### config.mk
export PLATFORM = sky130hd
export DESIGN_NAME = rand_pos_gen
export DESIGN_NICKNAME = d
export VERILOG_FILES = /design/src/rtl/rand_pos_gen.sv
export SDC_FILE = /design/constraint.sdc
export NUM_CORES = 1
export LEC_CHECK = 0
export ABC_AREA = 1
export CAP_MARGIN = 20
export CORE_ASPECT_RATIO = 2
export CORE_MARGIN = 2
export CORE_UTILIZATION = 46
export CTS_BUF_LIST = sky130_fd_sc_hd__clkbuf_8
export DETAILED_ROUTE_END_ITERATION = 7
export PLACE_DENSITY = 0.78
export SYNTH_ARGS = -nofsm -noshare
export SYNTH_HDL_FRONTEND = slang
export SYNTH_SLANG_ARGS = --single-unit
### constraint.sdc
create_clock -name clock -period 1.4 [get_ports clock]
set_input_delay 0.14 -clock clock [delete_from_list [all_inputs] [get_ports clock]]
set_output_delay 0.14 -clock clock [all_outputs]
set_load 0.01 [all_outputs]
### src/rtl/rand_pos_gen.sv
`default_nettype none
// ============================================================================
// Module   : rand_pos_gen
// Purpose  : Turns a free-running 12-bit random word into an on-screen spawn
//            position for an OBJ_W x OBJ_H object. Each coordinate is drawn by
//            rejection sampling. After MAX_TRIES rejections the next sample is
//            taken unconditionally, and an out-of-range value is folded back
//            into range.
// Ports    : clock       - single clock, rising edge
//            reset       - asynchronous, active-low
//            rand_i      - random word, new value every cycle
//            req_i       - request a spawn position (only seen in IDLE)
//            ack_i       - consumer took the result (only seen in HOLD)
//            busy_o      - high whenever not IDLE
//            valid_o     - pos_x_o/pos_y_o/fallback_o hold a result
//            pos_x_o     - spawn x, 0..X_MAX-OBJ_W
//            pos_y_o     - spawn y, 0..Y_MAX-OBJ_H
//            fallback_o  - at least one coordinate came from the fold path
// Config   : RAND_POS_GRID_EN - when defined, accepted coordinates snap to
//            an 8-pixel grid (bits [2:0] cleared)
// Revision : 1.0 - initial release
// ============================================================================
module rand_pos_gen #(
  parameter int X_MAX     = 640,
  parameter int Y_MAX     = 480,
  parameter int OBJ_W     = 16,
  parameter int OBJ_H     = 16,
  parameter int MAX_TRIES = 15
) (
  input  logic        clock,
  input  logic        reset,
  input  logic [11:0] rand_i,
  input  logic        req_i,
  input  logic        ack_i,
  output logic        busy_o,
  output logic        valid_o,
  output logic [9:0]  pos_x_o,
  output logic [8:0]  pos_y_o,
  output logic        fallback_o
);

  // The fold subtracts LIMIT+1. Because 2*(LIMIT+1) covers the whole sample
  // space, a folded value always lands back inside 0..LIMIT.
  localparam logic [9:0] X_LIMIT  = 10'(X_MAX - OBJ_W);
  localparam logic [9:0] X_FOLD   = 10'(X_MAX - OBJ_W + 1);
  localparam logic [8:0] Y_LIMIT  = 9'(Y_MAX - OBJ_H);
  localparam logic [8:0] Y_FOLD   = 9'(Y_MAX - OBJ_H + 1);
  localparam logic [3:0] TRY_LAST = 4'(MAX_TRIES);

  typedef enum logic [1:0] {
    IDLE     = 2'd0,
    SAMPLE_X = 2'd1,
    SAMPLE_Y = 2'd2,
    HOLD     = 2'd3
  } stateT;

  stateT       rState, wStateNext;
  logic [3:0]  rTryCount;
  logic [9:0]  rPosX;
  logic [8:0]  rPosY;
  logic        rFallback;

  logic        wLoadX, wLoadY, wTryClear, wTryInc, wFbClear;
  logic        wTryAtMax;
  logic [9:0]  wSampleX, wXRaw, wXCoord;
  logic [8:0]  wSampleY, wYRaw, wYCoord;
  logic        wXInRange, wYInRange, wXFold, wYFold;

  // rand_i[11:10] never feed either coordinate.
  logic        unusedRandHi;
  assign unusedRandHi = ^rand_i[11:10];

  assign wTryAtMax = (rTryCount == TRY_LAST);

  assign wSampleX  = rand_i[9:0];
  assign wXInRange = (wSampleX <= X_LIMIT);
  assign wXRaw     = wXInRange ? wSampleX : (wSampleX - X_FOLD);
  assign wXFold    = wTryAtMax && !wXInRange;

  assign wSampleY  = rand_i[8:0];
  assign wYInRange = (wSampleY <= Y_LIMIT);
  assign wYRaw     = wYInRange ? wSampleY : (wSampleY - Y_FOLD);
  assign wYFold    = wTryAtMax && !wYInRange;

`ifdef RAND_POS_GRID_EN
  // Snap after folding so a folded coordinate lands on the grid as well.
  assign wXCoord = {wXRaw[9:3], 3'b000};
  assign wYCoord = {wYRaw[8:3], 3'b000};
  logic unusedGridBits;
  assign unusedGridBits = ^{wXRaw[2:0], wYRaw[2:0]};
`else
  assign wXCoord = wXRaw;
  assign wYCoord = wYRaw;
`endif

  // State register
  always_ff @(posedge clock or negedge reset) begin
    if (!reset) begin
      rState <= IDLE;
    end else begin
      rState <= wStateNext;
    end
  end

  // Next state and datapath strobes
  always_comb begin
    wStateNext = rState;
    wLoadX     = 1'b0;
    wLoadY     = 1'b0;
    wTryClear  = 1'b0;
    wTryInc    = 1'b0;
    wFbClear   = 1'b0;
    case (rState)
      IDLE: begin
        if (req_i) begin
          wStateNext = SAMPLE_X;
          wTryClear  = 1'b1;
          wFbClear   = 1'b1;
        end
      end
      SAMPLE_X: begin
        if (wXInRange || wTryAtMax) begin
          wLoadX     = 1'b1;
          wTryClear  = 1'b1;
          wStateNext = SAMPLE_Y;
        end else begin
          wTryInc = 1'b1;
        end
      end
      SAMPLE_Y: begin
        if (wYInRange || wTryAtMax) begin
          wLoadY     = 1'b1;
          wStateNext = HOLD;
        end else begin
          wTryInc = 1'b1;
        end
      end
      HOLD: begin
        // A simultaneous req_i is dropped; a new request must come in IDLE.
        if (ack_i) begin
          wStateNext = IDLE;
        end
      end
      default: wStateNext = IDLE;
    endcase
  end

  // Datapath: try counter, coordinates, fallback flag
  always_ff @(posedge clock or negedge reset) begin
    if (!reset) begin
      rTryCount <= 4'd0;
      rPosX     <= 10'd0;
      rPosY     <= 9'd0;
      rFallback <= 1'b0;
    end else begin
      if (wTryClear) begin
        rTryCount <= 4'd0;
      end else if (wTryInc) begin
        rTryCount <= rTryCount + 4'd1;
      end

      if (wLoadX) begin
        rPosX <= wXCoord;
      end
      if (wLoadY) begin
        rPosY <= wYCoord;
      end

      if (wFbClear) begin
        rFallback <= 1'b0;
      end else if ((wLoadX && wXFold) || (wLoadY && wYFold)) begin
        rFallback <= 1'b1;
      end
    end
  end

  assign busy_o     = (rState != IDLE);
  assign valid_o    = (rState == HOLD);
  assign pos_x_o    = rPosX;
  assign pos_y_o    = rPosY;
  assign fallback_o = rFallback;

endmodule
`default_nettype wire

=== Word level (Yosys, flattened, before mapping) ===
Cells that the tools add are included.

* Register bits: 26
* Input bits: 16
* Output and inout bits: 22
* Word-level logic and storage cells: 53

* Add/subtract/negate cells: 3
* Magnitude comparators: 2
* Equal/unequal tests: 8
* Mux-type cells: 21
* Reductions and logical operators: 14

{| class="wikitable"
|+ Operators with widths
! kind !! count
|-
| $le 10x10->1 const B || 1
|-
| $mux 1 || 10
|-
| $mux 10 || 1
|-
| $sub 10x10->10 const B || 1
|-
| $le 9x9->1 const B || 1
|-
| $mux 9 || 1
|-
| $sub 9x9->9 const B || 1
|-
| $mux 2 || 4
|-
| $mux 4 || 2
|-
| $ne 2x2->1 const B || 4
|-
| $pmux 2 s4 || 1
|-
| $reduce_bool 2->1 || 3
|-
| $add 4x1->4 const B || 1
|-
| $eq 2x2->1 const B || 2
|-
| $eq 4x4->1 const B || 1
|-
| $logic_and 1x1->1 || 4
|-
| $pmux 1 s2 || 2
|-
| $reduce_and 4->1 || 1
|-
| $logic_or 1x1->1 || 3
|-
| $eq 2x1->1 const B || 1
|-
| $logic_not 1->1 || 2
|-
| $logic_not 2->1 || 1
|}

=== Depth between registers and ports, before layout ===
Gate-level depths: netlist (run 1).

* Depth in word-level cells: 8
* Mapped depth: 11
* Depth with buffers taken out: 11

=== Least setup slack after synthesis (run 1) ===
No wires, ideal clock.

* Kind: register to register
* From: register rTryCount[0]
* To: register rTryCount[2]
* Arrival: 1357 ps
* Required time: 1283 ps
* Slack: -73 ps
* Cell stages (with the launch flop): 8
* Buffers on the path: 0
* Clock period less this slack: 1473 ps
* Cells stage by stage: dfrtp_1 ha_1 nand3_1 nand3_2 a21boi_2 nand2_2 nand2_1 nand2_1

* Word-level cells in the longest chain between the ends: 5

{| class="wikitable"
|+ Ends and longest elaborated chain
! item !! RTL line !! text
|-
| from (decl) || 58 || <nowiki>logic [3:0] rTryCount;</nowiki>
|-
| from (signal assigned) || 159 || <nowiki>rTryCount <= rTryCount + 4'd1;</nowiki>
|-
| $eq 4x4->1 || 73 || <nowiki>assign wTryAtMax = (rTryCount == TRY_LAST);</nowiki>
|-
| $logic_or 1x1->1 (on tied branches) || 122, 131 ||
|-
| $mux 1 (on tied branches) || 122, 131 ||
|-
| $pmux 1 s2 || 113 || <nowiki>case (rState)</nowiki>
|-
| $mux 4 / $reduce_bool 2->1 (equally long branches) || - ||
|}

Parallel ways exist; a longest one is shown, timed or not. The select of a mux whose other input is x is not followed.
A chain may end at the register's enable or synchronous reset.

=== Worst setup path after layout (run 1) ===
* From: register rState[1]
* To: register rTryCount[1]

* Word-level cells in the longest chain between the ends: 3

{| class="wikitable"
|+ Ends and longest elaborated chain
! item !! RTL line !! text
|-
| from (decl) || 57 || <nowiki>stateT rState, wStateNext;</nowiki>
|-
| from (signal assigned) || 101 || <nowiki>rState <= wStateNext;</nowiki>
|-
| $eq 2x1->1, or another cell as far along || 113 ||
|-
| $pmux 1 s2 || 113 ||
|-
| $mux 4 / $reduce_bool 2->1 (equally long branches) || - ||
|}

Parallel ways exist; a longest one is shown, timed or not.

==> key figures, run 1 <==
Outcome
  • Outcome: complete, but fails checks
  • Failing checks: setup timing

Route
  • TritonRoute pass-1 iters: 5
  • DRC Markers: 0
  • Vias: around 1700
  • Drt total wl: 4.67 mm
  • Top sig layer: met4
  • WL met1: 1.58 mm
  • Final ANT Viol Nets: 0
  • Met2 WL: 2.69 mm
  • Per-cell routed wire length: 14.6 µm
  • Met3 WL: roughly 120 µm
  • Vias per cell: 5.39
  • Initial DRC Count: 52

Timing
  • RSZ-0062 raised after global routing: yes
  • Final Hold Violating Endpoints: 0
  • Slew @ Worst Pin: 0.359 ns
  • Worst Skew: between 0.005 and 0.006 ns
  • Final worst-path cycle share: 102%
  • Final setup vio count: 5
  • Setup TNS: -0.0827 ns
  • Pins over their slew limit: 0
  • Max-slew headroom: about three quarters
  • Crit path time final: 1.43 ns
  • Worst setup slack after layout: -0.0258 ns
  • Max Fclk: 701 MHz

Worst setup path
  • CP max stage cell: dfrtp_1
  • Worst Path Required: 1.62 ns
  • Cell mode on critical path: nand2_1
  • CP Capture Type: flop
  • WP data arrival: 1.65 ns
  • Worst path max stage delay: roughly 0.42 ns
  • CP Cell Sequence: inv_2, buf_4, ha_4, nand3_2, nand2_2, nand3_4, nand2_4, nand2_1, nand2_1
  • CP delay by family, top: simple AND/OR/NAND/NOR gates
  • CP Class: flop to flop
  • Worst-path fanout max: 5
  • CP Launch Type: flop
  • WP buf/inv: 2

Logic synthesis
  • Top-count cell post-synth: nand2_1
  • Gate Count Post-Synth: 205
  • Top cells by area, synth: dfrtp_1 41%, nand2_1 13%, nand3_1 5.7%
  • Ys async rst share: between 90% and 100%
  • Synth warn: 0
  • Synth unique cells: 26
  • Top cells by count, synth: 56 x nand2_1, 26 x dfrtp_1, 24 x nor2_1
  • FF+latch count, synth: 26
  • Post-synth EDFFs: 0
  • Share of the yosys chip area belonging to registers: 41.2%
  • Synth Flop Type: dfrtp_1
  • Synth top area share: 41.2%
  • Avg Synthesized Cell Area: 7.70 µm²
  • Area leader, netlist: dfrtp_1
  • Mapped Area: 1580 µm²
  • Syn Nets: 228

Clock tree
  • Clk Latency, worst-skew pair: 0.28 ns
  • Clock slew seen by the registers of the worst setup and hold paths: 0.09 ns
  • Longest Clk Path Bufs: 2
  • CTS tree: yes
  • CTS root buffer: clkbuf_8
  • Total CTS buffers: 3
  • H-tree depth: 1
  • Clock sink total: 26
  • Hold buffer count at CTS: 0

Power and ir drop
  • Lkg Pwr: 1.23 nW
  • Power density cells: between 1500 and 2000 nW/µm²
  • Peak supply drop: 1540 µV
  • Switching part of the total: 37.6%
  • Sequential share of power: 29.1%
  • Clock network fraction of design power: around 14%
  • Sw Pwr: 0.00170 W
  • Gate power share: 56.9%
  • Internal: 0.00282 W
  • PnR Total Power: 0.00452 W

Floorplanning
  • Die W: between 40 and 50 µm
  • Core Area: 3340 µm²
  • Die footprint: 3950 µm²
  • Die height: 86.9 µm
  • Row cnt: 30
  • Starting Density: 47.3%
  • I/O pin count: 38

GRT
  • GR Overflow Total: 0
  • GRT Overall Usage: 24.1%
  • Initial antenna violation count: 0
  • Largest net degree at the start of global routing: 27
  • Vias in the first global route: ~1700
  • First-pass GRT wire length: 7.07 mm

Place
  • HPWL after DPL: 3.02 mm
  • GPL Wtd Cong: 0.889
  • PortBufs: 35
  • DP Area: around 2200 µm²

Finish
  • Cell area after layout: 2500 µm²
  • Area growth, synth to finish: 58.3%
  • N_diodes: 0
  • Layout Nets: 311
  • Layout cells sized above 1: around 32%

Flow run
  • Max Cap Viol: 0

Min path
  • Type of the worst min-delay path: primary input to asynchronous set/reset pin
cells by family (layout without fill, tap and decap cells):
family                   Yosys count  after routing  synth area share (%)
adder cells (fa/ha/maj)            7              7                  5.55
XOR/XNOR                           8              8                  4.44
flip-flops                        26             26                  41.2
AND/OR/NAND/NOR                  110            110                  30.2
buffers and inverters             23            105                  6.97
AO/OA/AOI/OAI                     31             31                  11.6
per-stage QoR:
stage | util [%] | setup slack [ns] | std cells | hold WS (ns)
2_1_floorplan | - | 0.0123 | 205 | -0.156
3_3_place_gp | 66.9 | -0.415 | 305 | 0.462
3_5_place_dp | 66.9 | -0.486 | 305 | 0.469
4_1_cts | 71.3 | 0.00548 | 312 | 0.243
5_1_grt | 74.8 | -0.0789 | 319 | 0.267
6_report | 74.8 | -0.0258 | 319 | 0.219
layer usage:
metal	GRT usage, %	vias up
met5	0	-
met4	14.2	0
met3	2.70	31
met2	45.2	60
met1	22.9	802
li1	-	828
state kept, by name (all words and copies together) (netlist names):
| name | flops |
|---|---|
| rTryCount | 4 |
| fallback_o | 1 |
| pos_y_o | 9 |
| rState | 2 |
| pos_x_o | 10 |
cell usage in the layout, fill, tap and decap left out, types with 3 or more instances in the layout:
cell / n
o21ai_0: 12
nor2_1: 19
clkbuf_2: 4
ha_4: 3
nor2_2: 5
nand2_4: 4
o21ai_1: 4
dfrtp_1: 26
buf_6: 3
clkbuf_8: 3
a21oi_1: 8
nand3_4: 3
nand3_2: 3
inv_1: 13
a31oi_1: 3
nand2_2: 8
nand2_1: 49
dlygate4sd2_1: 7
xor2_1: 7
inv_2: 4
clkdlybuf4s50_1: 23
buf_4: 45
nand3_1: 14
power by group through the flow:
stage	Clock (W)	Sequential [W]	Combinational (W)
after floorplan	0	0.00144	0.00101
after CTS	0.000631	0.00131	0.00224
after detailed placement	0	0.00131	0.00219
final	0.000636	0.00132	0.00257
after global placement	0	0.00130	0.00215
after global routing	0.000656	0.00135	0.00283
final timing paths:
check | endpoint | depth (start not counted) | slack [ns] | start
max | rTryCount[1]$_DFFE_PN0P_ | 9 | -0.03 | rState[1]$_DFFE_PN0P_
min | rState[0]$_DFFE_PN0P_ | 2 | 0.22 | reset
max reg2reg | rTryCount[1]$_DFFE_PN0P_ | 9 | -0.03 | rState[1]$_DFFE_PN0P_
min reg2reg | pos_x_o[2]$_DFFE_PN0P_ | 2 | 0.49 | pos_x_o[2]$_DFFE_PN0P_
max in group asynchronous | pos_y_o[4]$_DFFE_PN0P_ | 2 | 0.92 | reset
min in group clock | pos_y_o[8]$_DFFE_PN0P_ | 4 | 0.36 | rand_i[8]
area by class of cell:
class                   instances  area, µm²
clock inverters                 1       30.0
repair buffers                 84        713
multi-input cells             156        961
well taps                      32       40.0
clock buffers                   3       41.3
inverters                      17       63.8
fillers                       225        841
flip-flops and latches         26        651
what timing repair did:
item,in CTS,in global routing
gates resized for setup,32,26
pin swaps,12,8
setup buffers,3,7
hold endpoints to repair,0,0
endpoints found under the setup margin,27,17
No activity file was read; power rests on OpenSTA's default activity.
==> run 2: changes to the inputs <==
--- a/config.mk
+++ b/config.mk
@@ -12,6 +12,7 @@
 export CORE_UTILIZATION = 46
 export CTS_BUF_LIST = sky130_fd_sc_hd__clkbuf_8
 export DETAILED_ROUTE_END_ITERATION = 7
+export GPL_ROUTABILITY_DRIVEN = 0
 export PLACE_DENSITY = 0.78
 export SYNTH_ARGS = -nofsm -noshare
 export SYNTH_HDL_FRONTEND = slang
==> results of run 2 <==
Final layout, timing and power as in run 1 (identical DEF).
==> run 3: changes to the inputs <==
--- a/config.mk
+++ b/config.mk
@@ -14,6 +14,7 @@
 export DETAILED_ROUTE_END_ITERATION = 7
 export GPL_ROUTABILITY_DRIVEN = 0
 export PLACE_DENSITY = 0.78
+export SETUP_SLACK_MARGIN = 0.5
 export SYNTH_ARGS = -nofsm -noshare
 export SYNTH_HDL_FRONTEND = slang
 export SYNTH_SLANG_ARGS = --single-unit
==> key figures, run 3 (same netlist as run 1, synthesis figures left out) <==
Floorplanning
  • I/O pin count: 38 (unchanged)
  • Die height: 86.9 µm (unchanged)
  • Row cnt: 30 (unchanged)
  • Die W: 45.4 µm (unchanged)
  • Starting Density: 47.3% (unchanged)
  • Die footprint: 3950 µm² (unchanged)
  • Core Area: 3340 µm² (unchanged)

Timing
  • RSZ-0062 raised after global routing: yes
  • Pins over their slew limit: 0 (unchanged)
  • Final Hold Violating Endpoints: 0 (unchanged)
  • Final setup vio count: 0 (-5)
  • Worst Skew: 0.00348 ns (-0.00240 ns)
  • Hold WS: 0.224 ns (+0.00477 ns)
  • Slew @ Worst Pin: 0.337 ns (-0.0217 ns)
  • Final worst-path cycle share: 98.0% (-3.8 points)
  • Max-slew headroom: 77.5% (+1.7 points)
  • Crit path time final: 1.37 ns (-0.0534 ns)
  • Max Fclk: 729 MHz (+3.9%)

GRT
  • GRT Overall Usage: 26.2% (+2.1 points)
  • Vias in the first global route: 1745 (+2.0%)
  • GR Overflow Total: 0 (unchanged)
  • Largest net degree at the start of global routing: 27 (unchanged)
  • Initial antenna violation count: 0 (unchanged)
  • First-pass GRT wire length: 7.65 mm (+8.1%)

Place
  • PortBufs: 35 (unchanged)
  • Cell total after placement: 306 (+0.33%)
  • HPWL after DPL: 3.29 mm (+8.9%)

Route
  • TritonRoute pass-1 iters: 4 (-1)
  • Drt total wl: 4.73 mm (+1.3%)
  • Vias per cell: 5.28 (-2.1%)
  • Final ANT Viol Nets: 0 (unchanged)
  • Per-cell routed wire length: 14.6 µm (-0.30%)
  • Initial DRC Count: 53 (+1.9%)
  • DRC Markers: 0 (unchanged)
  • Vias: 1712 (-0.52%)

Finish
  • Final Instance Count excl. Fillers: 324 (+1.6%)
  • Final Core Density: 75.3% (+0.49 points)
  • Area growth, synth to finish: 59.4%
  • Fillers: 254 (+13%)
  • Multi-input combinational cell area: 1030 µm² (+7.0%)
  • Layout Nets: 316 (+1.6%)
  • Reg area: 651 µm² (unchanged)
  • Most frequent cells in the layout: 48 x buf_4, 47 x nand2_1, 26 x dfrtp_1, 21 x buf_2, 15 x nand3_1
  • Commonest non-fill, non-tap cell in the layout: buf_4
  • Layout cells sized above 1: 45.2% (+13 points)
  • Max reg flops: 10 (unchanged)
  • N_diodes: 0 (unchanged)

Min path
  • Type of the worst min-delay path: primary input to asynchronous set/reset pin

Worst setup path
  • Worst Path Required: 1.60 ns (-0.02 ns)
  • WP data arrival: 1.57 ns (-0.08 ns)
  • R2R depth: 6 (-3)
  • Worst-path fanout max: 7 (+2)
  • Worst r2r src: rState[0]$_DFFE_PN0P_
  • CP Capture Type: flop
  • R2r setup slk: 0.03 ns (+0.05 ns)
  • CP Launch Type: flop
  • Reg2reg end: pos_y_o[2]$_DFFE_PN0P_
  • CP Class: flop to flop

Power and ir drop
  • PnR Total Power: 0.00454 W (+0.28%)
  • Peak supply drop: 1140 µV (-26%)
  • Power density cells: 1800 nW/µm² (-0.37%)
  • Lkg Pwr: 1.28 nW (+4.1%)

Clock tree
  • CTS root buffer: clkbuf_8
  • H-tree depth: 1 (unchanged)
  • Total CTS buffers: 3 (unchanged)
  • CTS tree: yes
  • Longest Clk Path Bufs: 2 (unchanged)
  • Clock slew seen by the registers of the worst setup and hold paths: 0.09 ns (about the same)
  • Clk Latency, worst-skew pair: 0.27 ns (about the same)
  • Clock sink total: 26 (unchanged)

Flow run
  • Max Cap Viol: 0 (unchanged)

Outcome
  • Outcome: completed
==> run 3: changes by cell type in the layout (fill, tap and decap cells not counted), moves of 4 or more <==
cell	change
buf_6	+4
o21ai_0	-7
o21ai_1	+5
buf_2	+21
nor2_1	-5
clkdlybuf4s50_1	-20
==> run 3: final cells by class <==
class / instances / share of cell area, %
Timing Repair Buffer: 89 / 26.2
Inverter: 17 / 2.64
Tap cell: 32 / 1.59
Sequential cell: 26 / 25.9
Clock buffer: 3 / 1.64
Multi-Input combinational cell: 156 / 40.9
Clock inverter: 1 / 1.19
==> run 3: worst max-delay path by stage <==
| stage | cells past startpoint | endpoint | startpoint |
|---|---|---|---|
| floorplan | 7 | rTryCount[2]$_DFFE_PN0P_ | rTryCount[0]$_DFFE_PN0P_ |
| global placement | 12 | pos_x_o[8]$_DFFE_PN0P_ | rand_i[1] |
| detailed placement | 7 | pos_x_o[0]$_DFFE_PN0P_ | rand_i[7] |
| CTS | 6 | pos_y_o[2]$_DFFE_PN0P_ | rState[0]$_DFFE_PN0P_ |
| global route | 8 | rTryCount[1]$_DFFE_PN0P_ | rTryCount[0]$_DFFE_PN0P_ |
| finish | 6 | pos_y_o[2]$_DFFE_PN0P_ | rState[0]$_DFFE_PN0P_ |
==> run 3: through the flow <==
| step | area [µm²] | TNS, ns | worst slack, ns |
|---|---|---|---|
| after floorplan | 1650 | 0 | 0.126 |
| after global placement | 2290 | -9.00 | -0.403 |
| after detailed placement | 2290 | -9.73 | -0.433 |
| after CTS | 2420 | 0 | 0.0722 |
| after global routing | 2520 | -0.270 | -0.0467 |
| final | 2520 | 0 | 0.0277 |
==> run 3: metal layers <==
| metal | global-route usage (%) | share of wire [%] | wire length [µm] |
|---|---|---|---|
| met5 | 0 | 0 | 0 |
| met4 | 10.7 | 3.8 | 181 |
| met3 | 1.87 | 2.3 | 111 |
| met2 | 50.6 | 60 | 2820 |
| met1 | 26.5 | 34 | 1620 |
==> run 3: where the power goes <==
part / internal (W) / total [W] / switching [W]
logic: 0.00125 / 0.00257 / 0.00132
clock network: 0.000383 / 0.000629 / 0.000246
registers: 0.00110 / 0.00134 / 0.000239
total: 0.00274 / 0.00454 / 0.00180
==> run 3: repair_timing <==
action | in CTS | in global routing
endpoints found under the hold margin | 0 | 0
buffers inserted | 10 | 3
pin swaps | 13 | 5
cloned | 1 | 0
resized for setup | 122 | 32
endpoints found under the setup margin | 48 | 48
hold buffers | 0 | 0
==> run 3: critical path: stages (launching register included) <==
cell and delay [ns]:
dfrtp_1 0.42, inv_2 0.13, ha_4 0.16, a21boi_4 0.23, buf_6 0.18, nor2_2 0.04, a31oi_1 0.14
